--- src/rtl/jesd204b_tx_link_pkg.sv ---
// JESD204B transmit link layer: shared K characters and state encoding.
// Optional feature: JESD204B_TX_CHAR_REPL_EN (DATA-phase character replacement).
package jesd204b_tx_link_pkg;

    localparam logic [7:0] K28_0 = 8'h1C;
    localparam logic [7:0] K28_3 = 8'h7C;
    localparam logic [7:0] K28_4 = 8'h9C;
    localparam logic [7:0] K28_5 = 8'hBC;
    localparam logic [7:0] K28_7 = 8'hFC;

    localparam int CNT_W = 5;

    localparam logic [1:0] ST_CGS  = 2'd0;
    localparam logic [1:0] ST_ILAS = 2'd1;
    localparam logic [1:0] ST_DATA = 2'd2;

endpackage

--- src/rtl/jesd204b_ilas_gen.sv ---
// ILAS octet generator: maps (multiframe index, frame counter, cfg) to octets.
// Used by jesd204b_tx_link; independent of JESD204B_TX_CHAR_REPL_EN.
module jesd204b_ilas_gen
    import jesd204b_tx_link_pkg::*;
#(
    parameter int DATA_WIDTH = 64,
    parameter int K          = 32
) (
    input  logic [1:0]              i_m,
    input  logic [CNT_W-1:0]        i_cnt,
    input  logic [111:0]            i_cfg,
    output logic [DATA_WIDTH-1:0]   o_data,
    output logic [DATA_WIDTH/8-1:0] o_k
);

    localparam int N    = DATA_WIDTH / 8;
    localparam int LAST = N * K - 1;

    logic [8:0] w_oct;

    // returns {k, octet} for multiframe position p
    function automatic logic [8:0] ilas_oct(
        input logic [1:0]   m,
        input int           p,
        input logic [111:0] cfg
    );
        logic [8:0] r;
        logic [3:0] q;
        q = 4'(p - 2);
        r = {1'b0, p[7:0]};
        if (p == 0)
            r = {1'b1, K28_0};
        else if (p == LAST)
            r = {1'b1, K28_3};
        else if (m == 2'd1 && p == 1)
            r = {1'b1, K28_4};
        else if (m == 2'd1 && p <= 15)
            r = {1'b0, cfg[{q, 3'b000} +: 8]};
        return r;
    endfunction

    always_comb begin
        o_data = '0;
        o_k    = '0;
        w_oct  = '0;
        for (int j = 0; j < N; j++) begin
            w_oct = ilas_oct(i_m, int'(i_cnt) * N + j, i_cfg);
            o_data[DATA_WIDTH-1-8*j -: 8] = w_oct[7:0];
            o_k[N-1-j] = w_oct[8];
        end
    end

endmodule

--- src/rtl/jesd204b_tx_link.sv ---
// JESD204B transmit link layer: CGS / ILAS / DATA sequencing, LMFC, sync loss.
// Define JESD204B_TX_CHAR_REPL_EN to enable K28.7 / K28.3 character replacement.
module jesd204b_tx_link
    import jesd204b_tx_link_pkg::*;
#(
    parameter int DATA_WIDTH = 64,
    parameter int K          = 32
) (
    input  logic                    clk,
    input  logic                    reset,
    input  logic                    sync_n,
    input  logic [DATA_WIDTH-1:0]   in,
    input  logic [111:0]            cfg,
    output logic [DATA_WIDTH-1:0]   out,
    output logic [DATA_WIDTH/8-1:0] out_k,
    output logic                    data_phase,
    output logic                    lmfc,
    output logic                    sync_err
);

    localparam int N = DATA_WIDTH / 8;
    localparam logic [CNT_W-1:0] CNT_LAST = CNT_W'(K - 1);

    logic [1:0]            r_state;
    logic [CNT_W-1:0]      r_cnt;
    logic [1:0]            r_m;
    logic [2:0]            r_lo;
    logic [DATA_WIDTH-1:0] r_out;
    logic [N-1:0]          r_k;
    logic                  r_dp;
    logic                  r_lmfc;
    logic                  r_err;

    logic [DATA_WIDTH-1:0] w_ilas_d;
    logic [N-1:0]          w_ilas_k;
    logic [DATA_WIDTH-1:0] w_out;
    logic [N-1:0]          w_k;
    logic                  w_wrap;
    logic                  w_lost;

    jesd204b_ilas_gen #(
        .DATA_WIDTH (DATA_WIDTH),
        .K          (K)
    ) u_ilas (
        .i_m    (r_m),
        .i_cnt  (r_cnt),
        .i_cfg  (cfg),
        .o_data (w_ilas_d),
        .o_k    (w_ilas_k)
    );

    assign w_wrap = (r_cnt == CNT_LAST);
    // fifth consecutive low sample outside CGS
    assign w_lost = (r_state != ST_CGS) && !sync_n && (r_lo == 3'd4);

    always_comb begin
        w_out = {N{K28_5}};
        w_k   = '1;
        case (r_state)
            ST_ILAS: begin
                w_out = w_ilas_d;
                w_k   = w_ilas_k;
            end
            ST_DATA: begin
                w_out = in;
                w_k   = '0;
`ifdef JESD204B_TX_CHAR_REPL_EN
                if (w_wrap && in[7:0] == K28_3)
                    w_k[0] = 1'b1;
                else if (in[7:0] == K28_7)
                    w_k[0] = 1'b1;
`endif
            end
            default: ;
        endcase
    end

    always_ff @(posedge clk or negedge reset) begin
        if (!reset) begin
            r_state <= ST_CGS;
            r_cnt   <= '0;
            r_m     <= '0;
            r_lo    <= '0;
            r_out   <= {N{K28_5}};
            r_k     <= '1;
            r_dp    <= 1'b0;
            r_lmfc  <= 1'b0;
            r_err   <= 1'b0;
        end else begin
            r_cnt  <= w_wrap ? '0 : r_cnt + 1'b1;
            r_lmfc <= (r_cnt == '0);
            r_err  <= (r_state != ST_CGS) && sync_n && (r_lo != 3'd0);
            r_out  <= w_out;
            r_k    <= w_k;
            r_dp   <= (r_state == ST_DATA);
            if (r_state == ST_CGS || sync_n || w_lost)
                r_lo <= '0;
            else
                r_lo <= r_lo + 1'b1;
            case (r_state)
                ST_CGS: begin
                    if (sync_n && w_wrap) begin
                        r_state <= ST_ILAS;
                        r_m     <= '0;
                    end
                end
                ST_ILAS: begin
                    if (w_lost) begin
                        r_state <= ST_CGS;
                    end else if (w_wrap) begin
                        if (r_m == 2'd3)
                            r_state <= ST_DATA;
                        r_m <= r_m + 1'b1;
                    end
                end
                ST_DATA: begin
                    if (w_lost)
                        r_state <= ST_CGS;
                end
                default: r_state <= ST_CGS;
            endcase
        end
    end

    assign out        = r_out;
    assign out_k      = r_k;
    assign data_phase = r_dp;
    assign lmfc       = r_lmfc;
    assign sync_err   = r_err;

endmodule

--- config.mk ---
export PLATFORM = sky130hd
export DESIGN_NAME = jesd204b_tx_link
export DESIGN_NICKNAME = d
export VERILOG_FILES = /design/src/rtl/jesd204b_tx_link_pkg.sv /design/src/rtl/jesd204b_ilas_gen.sv /design/src/rtl/jesd204b_tx_link.sv
export SDC_FILE = /design/constraint.sdc
export NUM_CORES = 1
export LEC_CHECK = 0
export BUFFER_PORTS_ARGS = -buffer_cell sky130_fd_sc_hd__clkbuf_2
export CAP_MARGIN = 20
export CORE_ASPECT_RATIO = 0.5
export CORE_MARGIN = 2
export CORE_UTILIZATION = 46
export CTS_BUF_LIST = sky130_fd_sc_hd__clkbuf_16
export DETAILED_ROUTE_END_ITERATION = 12
export PLACE_DENSITY_LB_ADDON = 0.25
export SLEW_MARGIN = 30
export SYNTH_ARGS = -nofsm -noshare
export SYNTH_HDL_FRONTEND = slang
export SYNTH_HIERARCHICAL = 1
export SYNTH_SLANG_ARGS = --single-unit
export TNS_END_PERCENT = 10
--- constraint.sdc ---
create_clock -name clk -period 2.2 [get_ports clk]
set_input_delay 0.33 -clock clk [delete_from_list [all_inputs] [get_ports clk]]
set_output_delay 0.33 -clock clk [all_outputs]
set_load 0.02 [all_outputs]
Yosys cells after proc, flatten, opt, wreduce, memory -nomap -nowiden
Cells that the tools add are included.

Output and inout port bits: 75. Logic and storage cells: 151. Bits of input ports: 179. Register bits after elaboration: 87.

Equal/unequal tests: 26. Reduce and logical (&&, ||, !) cells: 38. Multiplexer cells: 44. Add/subtract/negate cells: 18. Order comparisons: 8. Shift-type cells: 8.

Operators by type and width (number): indexed part select 112 x 8 -> 8 bit (8); zero test 32 bit (8); 2-to-1 mux 9 bit (22); case mux 64 bit (2 select lines) (1); 2-to-1 mux 8 bit (8); equality test 9 x 1 -> 1 bit, second input constant (7); equality test 9 x 8 -> 1 bit, second input constant (7); <= comparator 9 x 4 -> 1 bit, second input constant (7); adder 8 x 3 -> 9 bit, second input constant (4); subtractor 4 x 3 -> 4 bit, second input constant (7); logical AND 1 bit (20); adder 8 x 2 -> 9 bit, second input constant (2); 2-to-1 mux 2 bit (8); case mux 8 bit (2 select lines) (1); adder 8 x 1 -> 9 bit, second input constant (1); <= comparator 8 x 4 -> 1 bit, second input constant (1); AND reduction 4 bit (2); inequality test 2 bit, second input constant (3); inequality test 3 bit, second input constant (2); case mux 2 bit (3 select lines) (1); adder 5 x 1 -> 5 bit, second input constant (1); equality test 5 bit, second input constant (1); zero test 5 bit (1); 2-to-1 mux 5 bit (1); other kinds (14) (18).

Longest topological paths before layout
Gate-level depths: netlist of run 1.

Depth after elaboration: 8. Depth in mapped cells: 8. Gate-level depth less buffers: 6.

By module
The synthesis of run 1 kept the hierarchy.

By module, submodules not included: jesd204b_tx_link (times used 1, area each 3601.0 um^2, seq. area each 2237.1 um^2, cells each 304); jesd204b_ilas_gen (times used 1, area each 1129.8 um^2, seq. area each 0.0 um^2, cells each 164).

Worst setup path after synthesis of run 1
Ideal clock, no wire load.

Path kind: register to register. From: register r_cnt[4]. To: register r_out[9] (netlist: out[9]). Data required time: 2.077 ns. Arrival: 1.568 ns. Path buffers: 3. Clock period less this slack: 1.690 ns. Slack: 0.510 ns. Cell stages (with the launch flop): 9. Setup time: 0.123 ns. Cells stage by stage: dfrtp_1 -> buf_2 -> nor4_4 -> and2_1 -> buf_4 -> buf_6 -> nand2_1 -> a22oi_1 -> nor2b_1.

Word-level cells in the longest chain between the ends: 8. Elaborated cells on any way between the ends: 12. Those cells by class: add/sub: 1; order compare: 1; eq/ne: 2; mux: 5; reduce/logical: 3.

Ends and longest elaborated chain: start: declaration (RTL line jesd204b_tx_link.sv:25) `logic [CNT_W-1:0] r_cnt;`; start signal: assignment (RTL line jesd204b_tx_link.sv:90) `r_cnt <= w_wrap ? '0 : r_cnt + 1'b1;`; adder 8 x 3 -> 9 bit * (RTL line jesd204b_ilas_gen.sv:47) `w_oct = ilas_oct(i_m, int'(i_cnt) * N + j, i_cfg);`; <= comparator 9 x 4 -> 1 bit (RTL line jesd204b_ilas_gen.sv:37) `else if (m == 2'd1 && p <= 15)`; logical AND 1 bit (RTL line jesd204b_ilas_gen.sv:37); 2-to-1 mux 8 bit (RTL line jesd204b_ilas_gen.sv:37); 2-to-1 mux 9 bit (RTL line jesd204b_ilas_gen.sv:35) `else if (m == 2'd1 && p == 1)`; 2-to-1 mux 9 bit (RTL line jesd204b_ilas_gen.sv:33) `else if (p == LAST)`; 2-to-1 mux 9 bit * (RTL line jesd204b_ilas_gen.sv:31) `if (p == 0)`; named net w_ilas_d[9] (RTL line jesd204b_tx_link.sv:34) `logic [DATA_WIDTH-1:0] w_ilas_d;`; case mux 64 bit (2 select lines) * (RTL line jesd204b_tx_link.sv:59) `case (r_state)`; named net w_out[9] (RTL line jesd204b_tx_link.sv:36) `logic [DATA_WIDTH-1:0] w_out;`; end signal: assignment (RTL line jesd204b_tx_link.sv:84) `r_out <= {N{K28_5}};`; end signal: assignment (RTL line jesd204b_tx_link.sv:93) `r_out <= w_out;`; end: declaration (RTL line jesd204b_tx_link.sv:28) `logic [DATA_WIDTH-1:0] r_out;`.

The timed path passes the listed nets; every way through them passes the cells marked *. A chain may end at the register's enable or synchronous reset.

Final worst setup path of run 1
From: register r_cnt[0]. To: register r_state[1].

Word-level cells in the longest chain between the ends: 4. Elaborated cells on any way between the ends: 5. Those cells by class: eq/ne: 3; reduce/logical: 2.

Ends and longest elaborated chain: equality test 5 bit * (RTL line jesd204b_tx_link.sv:52) `assign w_wrap = (r_cnt == CNT_LAST);`; logical AND 1 bit (RTL line jesd204b_tx_link.sv:102) `if (sync_n && w_wrap) begin`; inequality test 2 x 1 -> 1 bit (no source line); AND reduction 4 bit (no source line) *; end signal: assignment (RTL line jesd204b_tx_link.sv:103) `r_state <= ST_ILAS;`; end signal: assignment (RTL line jesd204b_tx_link.sv:109) `r_state <= ST_CGS;`; end signal: assignment (RTL line jesd204b_tx_link.sv:112) `r_state <= ST_DATA;`; end: declaration (RTL line jesd204b_tx_link.sv:24) `logic [1:0] r_state;`.

Every way passes the cells marked *; elsewhere a longest branch is shown, timed or not.

==> qor.tcl, run 1 <==
set qor(start_util) 0.468
set qor(post_synth_mux_area_share) 0.0912
set qor(synth-edff-count) 0
set qor(critical_path_required_ns) 2.42
set qor(layout.nets) 894
set qor(worstPathArrival_ns) 2.14
set qor(area.growth.synth_to_final_pct) 36.1
set qor(cts-root-to-sink-buffers) 2
set qor(maxClockFrequency_ghz) 0.519
set qor(hold_buffers) 0
set qor(final_core_util) 0.637
set qor(violations) {hold timing}
set qor(synth_simple_gate_area_share) 0.134
set qor(final_layout_size_suffix_gt1_frac) 0.480
set qor(post_synth_main_area_contributors) {dfstp_2 27%, dfrtp_1 21%, a22oi_1 10%, mux2i_1 8.9%, nand2_1 4.5%}
set qor(cts_resized) 0
set qor(tritoncts_clock_tree) {done}
set qor(first_global_vias) 4325
set qor(vias) 4509
set qor(fin_max_slew_vios) 0
set qor(syn_avg_cell_area_um2) 10.1
set qor(grt_first_pass_wirelength_um) 21900
set qor(ir_worst_vdd_v) 0.000463
set qor(die-height_um) 75.7
set qor(design.core.area_um2) 10100
set qor(cell_area_synth_um2) 4730
set qor(drtPass1Iterations) 5
set qor(grt_overflow) 0
set qor(synth_fa_ha_area_frac) 0.0264
set qor(synth-main-ff-cell) {dfstp_2}
set qor(number_of_antenna_violations_at_the_first_check_in_global_routing) 0
set qor(fin_tns_setup_ns) 0
set qor(finalNonFillerCells) 850
set qor(ff_latch_count_synth) 87
set qor(worstMarginPinSlew_ns) 0.579
set qor(clk-insertion-delay-late_ns) 0.33
set qor(synth-compound-area-share) 0.208
set qor(grt_max_degree) 76
set qor(dpl.hpwl_um) 10300
set qor(drc) 0
set qor(yosys.cell_count.top_type) {a22oi_1}
set qor(final_report_hold_violation_count) 12
set qor(finalInstanceArea_um2) 6440
set qor(antenna_left) 0
set qor(postPlaceCellArea_um2) 6130
set qor(cp_max_fo) 6
set qor(static_power_due_to_leakage_nw) 3.35
set qor(globalRouteTotalUtil) 0.254
set qor(setup-violations-final) 0
set qor(cts_made_buffers) 9
set qor(gp_routability_congestion) 0.836
set qor(yosys.area.top_type_share) 0.267
set qor(clk_root_buffer_cell) {clkbuf_16}
set qor(synth_largest_area_cell) {dfstp_2}
set qor(timing.max_cap.violations) 0
set qor(finalWirelength_um) 14500
set qor(vias_per_cell) 5.30
set qor(postSynth.asyncResetShare) 1.00
set qor(critPathCaptureType) {register}
set qor(drt-wirelength-per-cell_um) 17.1
set qor(tritoncts_num_sinks) 87
set qor(detail_route.iter0.violations) 287
set qor(power_density_nw_per_um2) 1020
set qor(synth_xor_xnor_area_share) 0.00370
set qor(rsz0062_at_grt) {false}
set qor(period_utilization) 0.875
set qor(die_x_um) 147
set qor(clk_transition_reported_paths_ns) 0.06
set qor(synth_cells) 468
set qor(diodes) 0
set qor(synth.cells.most_frequent) {64 x a22oi_1, 57 x nand2_1, 48 x dfstp_2}
set qor(worst_min_path_class) {input port to asynchronous set/reset pin}
set qor(clock_skew_ns) 0.00573
set qor(post_cts_buffers) 0
set qor(synth_top_family_by_area) {compound AO/OA/AOI/OAI gates}
set qor(rows) 26
set qor(cts.htree.levels) 3
set qor(finalWorstPathRequiredPeriod_ns) 1.93
set qor(die_area_um2) 11200
set qor(design.portCount) 254
set qor(startpoint_type) {register}
set qor(yosys_warnings) 6
set qor(outcome) {finished, violations left}
set qor(placement.io_buffers) 253
set qor(dp.cells) 834
set qor(ys_types) 45
set qor(kind_of_critical_path) {register to register}
set qor(max_slew_margin) 0.614
set qor(synth.yosys.seq_area_share) 0.473
set qor(fin_hold_ws_ns) -0.0113
## worst paths after layout
check                           startpoint         end  slack [ns]  cells past startpoint
worst min-delay path                 reset     out[33]       -0.01                      1
worst max-delay path              r_cnt[0]  r_state[1]        0.27                      6
worst max register to register    r_cnt[0]  r_state[1]        0.27                      6
max in group asynchronous            reset     out[18]        1.50                      2
worst min register to register  r_state[1]  r_state[1]        0.56                      1
min in group clk                    in[60]     out[60]        0.24                      3
## cell usage in the layout (no fill, tap or decap), types with 2 or more instances in the layout
cell type | Yosys | layout
a21o_1 | 11 | 11
a21oi_1 | 6 | 6
a22oi_1 | 64 | 64
a31o_2 | 3 | 3
a31oi_1 | 16 | 16
and3_1 | 6 | 6
buf_12 | 0 | 4
buf_4 | 7 | 14
bufinv_16 | 0 | 2
clkbuf_16 | 0 | 9
clkbuf_2 | 0 | 252
clkinv_1 | 0 | 2
conb_1 | 1 | 5
dfrtp_1 | 39 | 38
dfstp_2 | 48 | 48
ha_1 | 10 | 7
ha_2 | 0 | 3
inv_1 | 14 | 16
mux2i_1 | 42 | 42
nand2_1 | 57 | 57
nand2b_1 | 2 | 2
nand3_1 | 5 | 5
nand3b_1 | 2 | 2
nor2_1 | 19 | 19
nor2b_1 | 29 | 29
o211ai_1 | 2 | 2
o21bai_1 | 23 | 23
o31ai_1 | 3 | 3
## per-stage QoR
step	worst slack, ns	total power [mW]
CTS	0.288	6.62
global route	0.151	6.91
finish	0.274	6.57
floorplan	0.510	4.10
global placement	0.395	4.97
detailed placement	0.300	5.04
## power breakdown
part           internal [mW]  switching (mW)  leakage [nW]  total [mW]
Combinational          0.884            1.65          2.15        2.54
Clock                  0.977           0.597         0.157        1.57
Sequential              2.32           0.133          1.04        2.46
## area by class of cell
| class | count | area, um^2 |
|---|---|---|
| clock buffer | 9 | 225 |
| tap | 140 | 175 |
| inverter | 14 | 52.6 |
| timing repair buffer | 270 | 1450 |
| fill | 902 | 3680 |
| sequential | 87 | 2240 |
| multi-input combinational | 323 | 2220 |
| clock inverter | 7 | 80.1 |
## worst max-delay path, stage by stage, from the launching register on
cell and delay, ns:
dfrtp_4 0.49, ha_1 0.23, and3_1 0.20, ha_1 0.25, a21boi_2 0.29, o22ai_1 0.14, a22o_1 0.21
## flip-flops by register name, summed over array words and instances, names as in the netlist
name / count
r_state: 2
r_m: 2
r_cnt: 5
out_k: 8
sync_err: 1
data_phase: 1
lmfc: 1
out: 64
r_lo: 3
## per-layer routing
| metal | GRT usage | wire length [um] |
|---|---|---|
| met2 | 0.440 | 7230 |
| met5 | 0 | 0 |
| met3 | 0.0491 | 774 |
| met1 | 0.327 | 6200 |
| met4 | 0.0929 | 300 |
## kinds of logic (layout without fill, tap and decap cells)
logic type	Yosys count	after routing
compound gates	134	134
simple gates	129	129
flops	87	87
buf+inv	62	300
mux	43	43
fa+ha+maj	10	10
xor+xnor	2	2
other cells	1	5
(Power assumes the default switching activity.)
==> inputs of run 2 (changes only) <==
--- a/config.mk
+++ b/config.mk
@@ -8,7 +8,6 @@
 export BUFFER_PORTS_ARGS = -buffer_cell sky130_fd_sc_hd__clkbuf_2
 export CAP_MARGIN = 20
 export CORE_ASPECT_RATIO = 0.5
-export CORE_MARGIN = 2
 export CORE_UTILIZATION = 46
 export CTS_BUF_LIST = sky130_fd_sc_hd__clkbuf_16
 export DETAILED_ROUTE_END_ITERATION = 12
==> qor.tcl, run 2 (synthesis results as in run 1) <==
set qor(grt_first_pass_wirelength_um) 22200
set qor(antenna_left) 0
set qor(layout.cells.most_common_list) {252 x clkbuf_2, 64 x a22oi_1, 57 x nand2_1, 48 x dfstp_2, 42 x mux2i_1}
set qor(grt_max_degree) 76
set qor(period_utilization) 0.866
set qor(globalRouteTotalUtil) 0.268
set qor(whs_endpoint) {out[2]}
set qor(clock_skew_ns) 0.00412
set qor(drtPass1Iterations) 5
set qor(gr-usage-met3) 0.0559
set qor(tritoncts_clock_tree) {done}
set qor(layout.nets) 894
set qor(clk-insertion-delay-late_ns) 0.33
set qor(ir_worst_vdd_v) 0.000421
set qor(hold_buffers) 1
set qor(layout_commonest_cell) {clkbuf_2}
set qor(cts_made_buffers) 9
set qor(filler_cell_count) 814
set qor(min_from) {in[2]}
set qor(maxClockFrequency_ghz) 0.525
set qor(final_report_hold_violation_count) 0
set qor(worst_setup_timing_slack_at_the_placement_stage_ns) 0.318
set qor(die_x_um) 145
set qor(drt-wirelength-per-cell_um) 16.8
set qor(setup.worst_path.start) {r_cnt[1]}
set qor(post_cts_buffers) 0
set qor(grt_overflow) 0
set qor(die_area_um2) 10700
set qor(power_density_nw_per_um2) 982
set qor(design.core.area_um2) 9700
set qor(vias_per_cell) 5.33
set qor(grt-busiest-layer) {met2}
set qor(cp_max_fo) 6
set qor(timing.max_cap.violations) 0
set qor(finalInstanceArea_um2) 6410
set qor(final_core_util) 0.661
set qor(rsz0062_at_grt) {false}
set qor(postPlaceCellArea_um2) 6150
set qor(number_of_antenna_violations_at_the_first_check_in_global_routing) 0
set qor(static_power_due_to_leakage_nw) 3.33
set qor(finalWirelength_um) 14200
set qor(grt_use_met2) 0.481
set qor(setup-violations-final) 0
set qor(outcome) {completed}
set qor(timing.hold.worst_path_depth) 3
set qor(first_global_vias) 4461
set qor(fin_max_slew_vios) 0
set qor(kind_of_critical_path) {register to register}
set qor(rr_worst_depth) 6
set qor(startpoint_type) {register}
set qor(fin_tns_setup_ns) 0
set qor(worst_min_path_class) {input port to register}
set qor(critical_path_required_ns) 2.43
set qor(cts.htree.levels) 3
set qor(final_layout_size_suffix_gt1_frac) 0.479
set qor(placement.io_buffers) 253
set qor(max_slew_margin) 0.646
set qor(cts_resized) 0
set qor(start_util) 0.488
set qor(worstReg2RegStart) {r_cnt[1]}
set qor(diodes) 0
set qor(clk_transition_reported_paths_ns) 0.06
set qor(rows) 25
set qor(largest_register_ffs) 64
set qor(dpl.hpwl_um) 10300
set qor(vias) 4501
set qor(worst_r2r_endpoint) {r_m[0]}
set qor(globalRouteMet1Util) 0.333
set qor(worstPathArrival_ns) 2.13
set qor(fin_hold_ws_ns) 0.240
set qor(drc) 0
set qor(area.growth.synth_to_final_pct) 35.6
set qor(worst_slack_ns) 0.294
set qor(critPathCaptureType) {register}
set qor(tritoncts_num_sinks) 87
set qor(finalWorstPathRequiredPeriod_ns) 1.91
set qor(detail_route.iter0.violations) 285
set qor(clk_root_buffer_cell) {clkbuf_16}
set qor(worst_case_register_to_register_setup_slack_ns) 0.29
set qor(worstMarginPinSlew_ns) 0.530
set qor(design.portCount) 254
set qor(cts-root-to-sink-buffers) 2
set qor(gp_routability_congestion) 0.824
set qor(die-height_um) 73.7
==> run 2: cell count changes in the layout (fill, tap and decap cells not counted), sizes merged <==
| cell | before | now |
|---|---|---|
| bufinv | 2 | 0 |
| buf | 18 | 17 |
| clkinv | 3 | 4 |
| clkinvlp | 0 | 1 |
| dlygate4sd3 | 0 | 1 |
==> run 2: through the flow <==
stage,instances,power [mW]
after global placement,828,4.97
after CTS,845,6.34
final,845,6.30
after global routing,845,6.66
after floorplan,472,4.10
after detailed placement,828,5.01
==> run 2: area by class of cell <==
cell class	instances	area (um^2)	share of cell area
well taps	135	169	0.0263
inverters	14	52.6	0.00819
multi-input cells	323	2220	0.346
flip-flops and latches	87	2240	0.349
clock buffers	9	225	0.0351
repair buffers	270	1470	0.230
clock inverters	7	32.5	0.00507
==> run 2: how the worst max path moves through the flow <==
stage / to / cells after the start
2_1_floorplan: out[9] / 8
3_3_place_gp: r_state[1] / 6
3_5_place_dp: r_m[0] / 6
4_1_cts: r_m[0] / 6
5_1_grt: r_m[0] / 6
6_report: r_m[0] / 6
==> run 2: critical path, cell delays in order, from the launching register on <==
cell and delay (ns):
dfrtp_1 0.46, ha_1 0.22, and3_1 0.19, ha_1 0.27, a21boi_2 0.13, or2_0 0.26, o311ai_1 0.27
==> run 2: power breakdown <==
part           leakage (nW)  switching (mW)  internal [mW]
Sequential             1.04           0.142           2.33
Clock                 0.133           0.578          0.744
Combinational          2.16            1.62          0.885
Total                  3.33            2.34           3.95
==> run 2: layer usage <==
layer | wire length (um) | vias up | part of all wire
met5 | 0 | - | 0
met4 | 195 | 0 | 0.014
met3 | 728 | 22 | 0.051
met2 | 7320 | 158 | 0.51
met1 | 5980 | 2195 | 0.42
li1 | - | 2126 | -
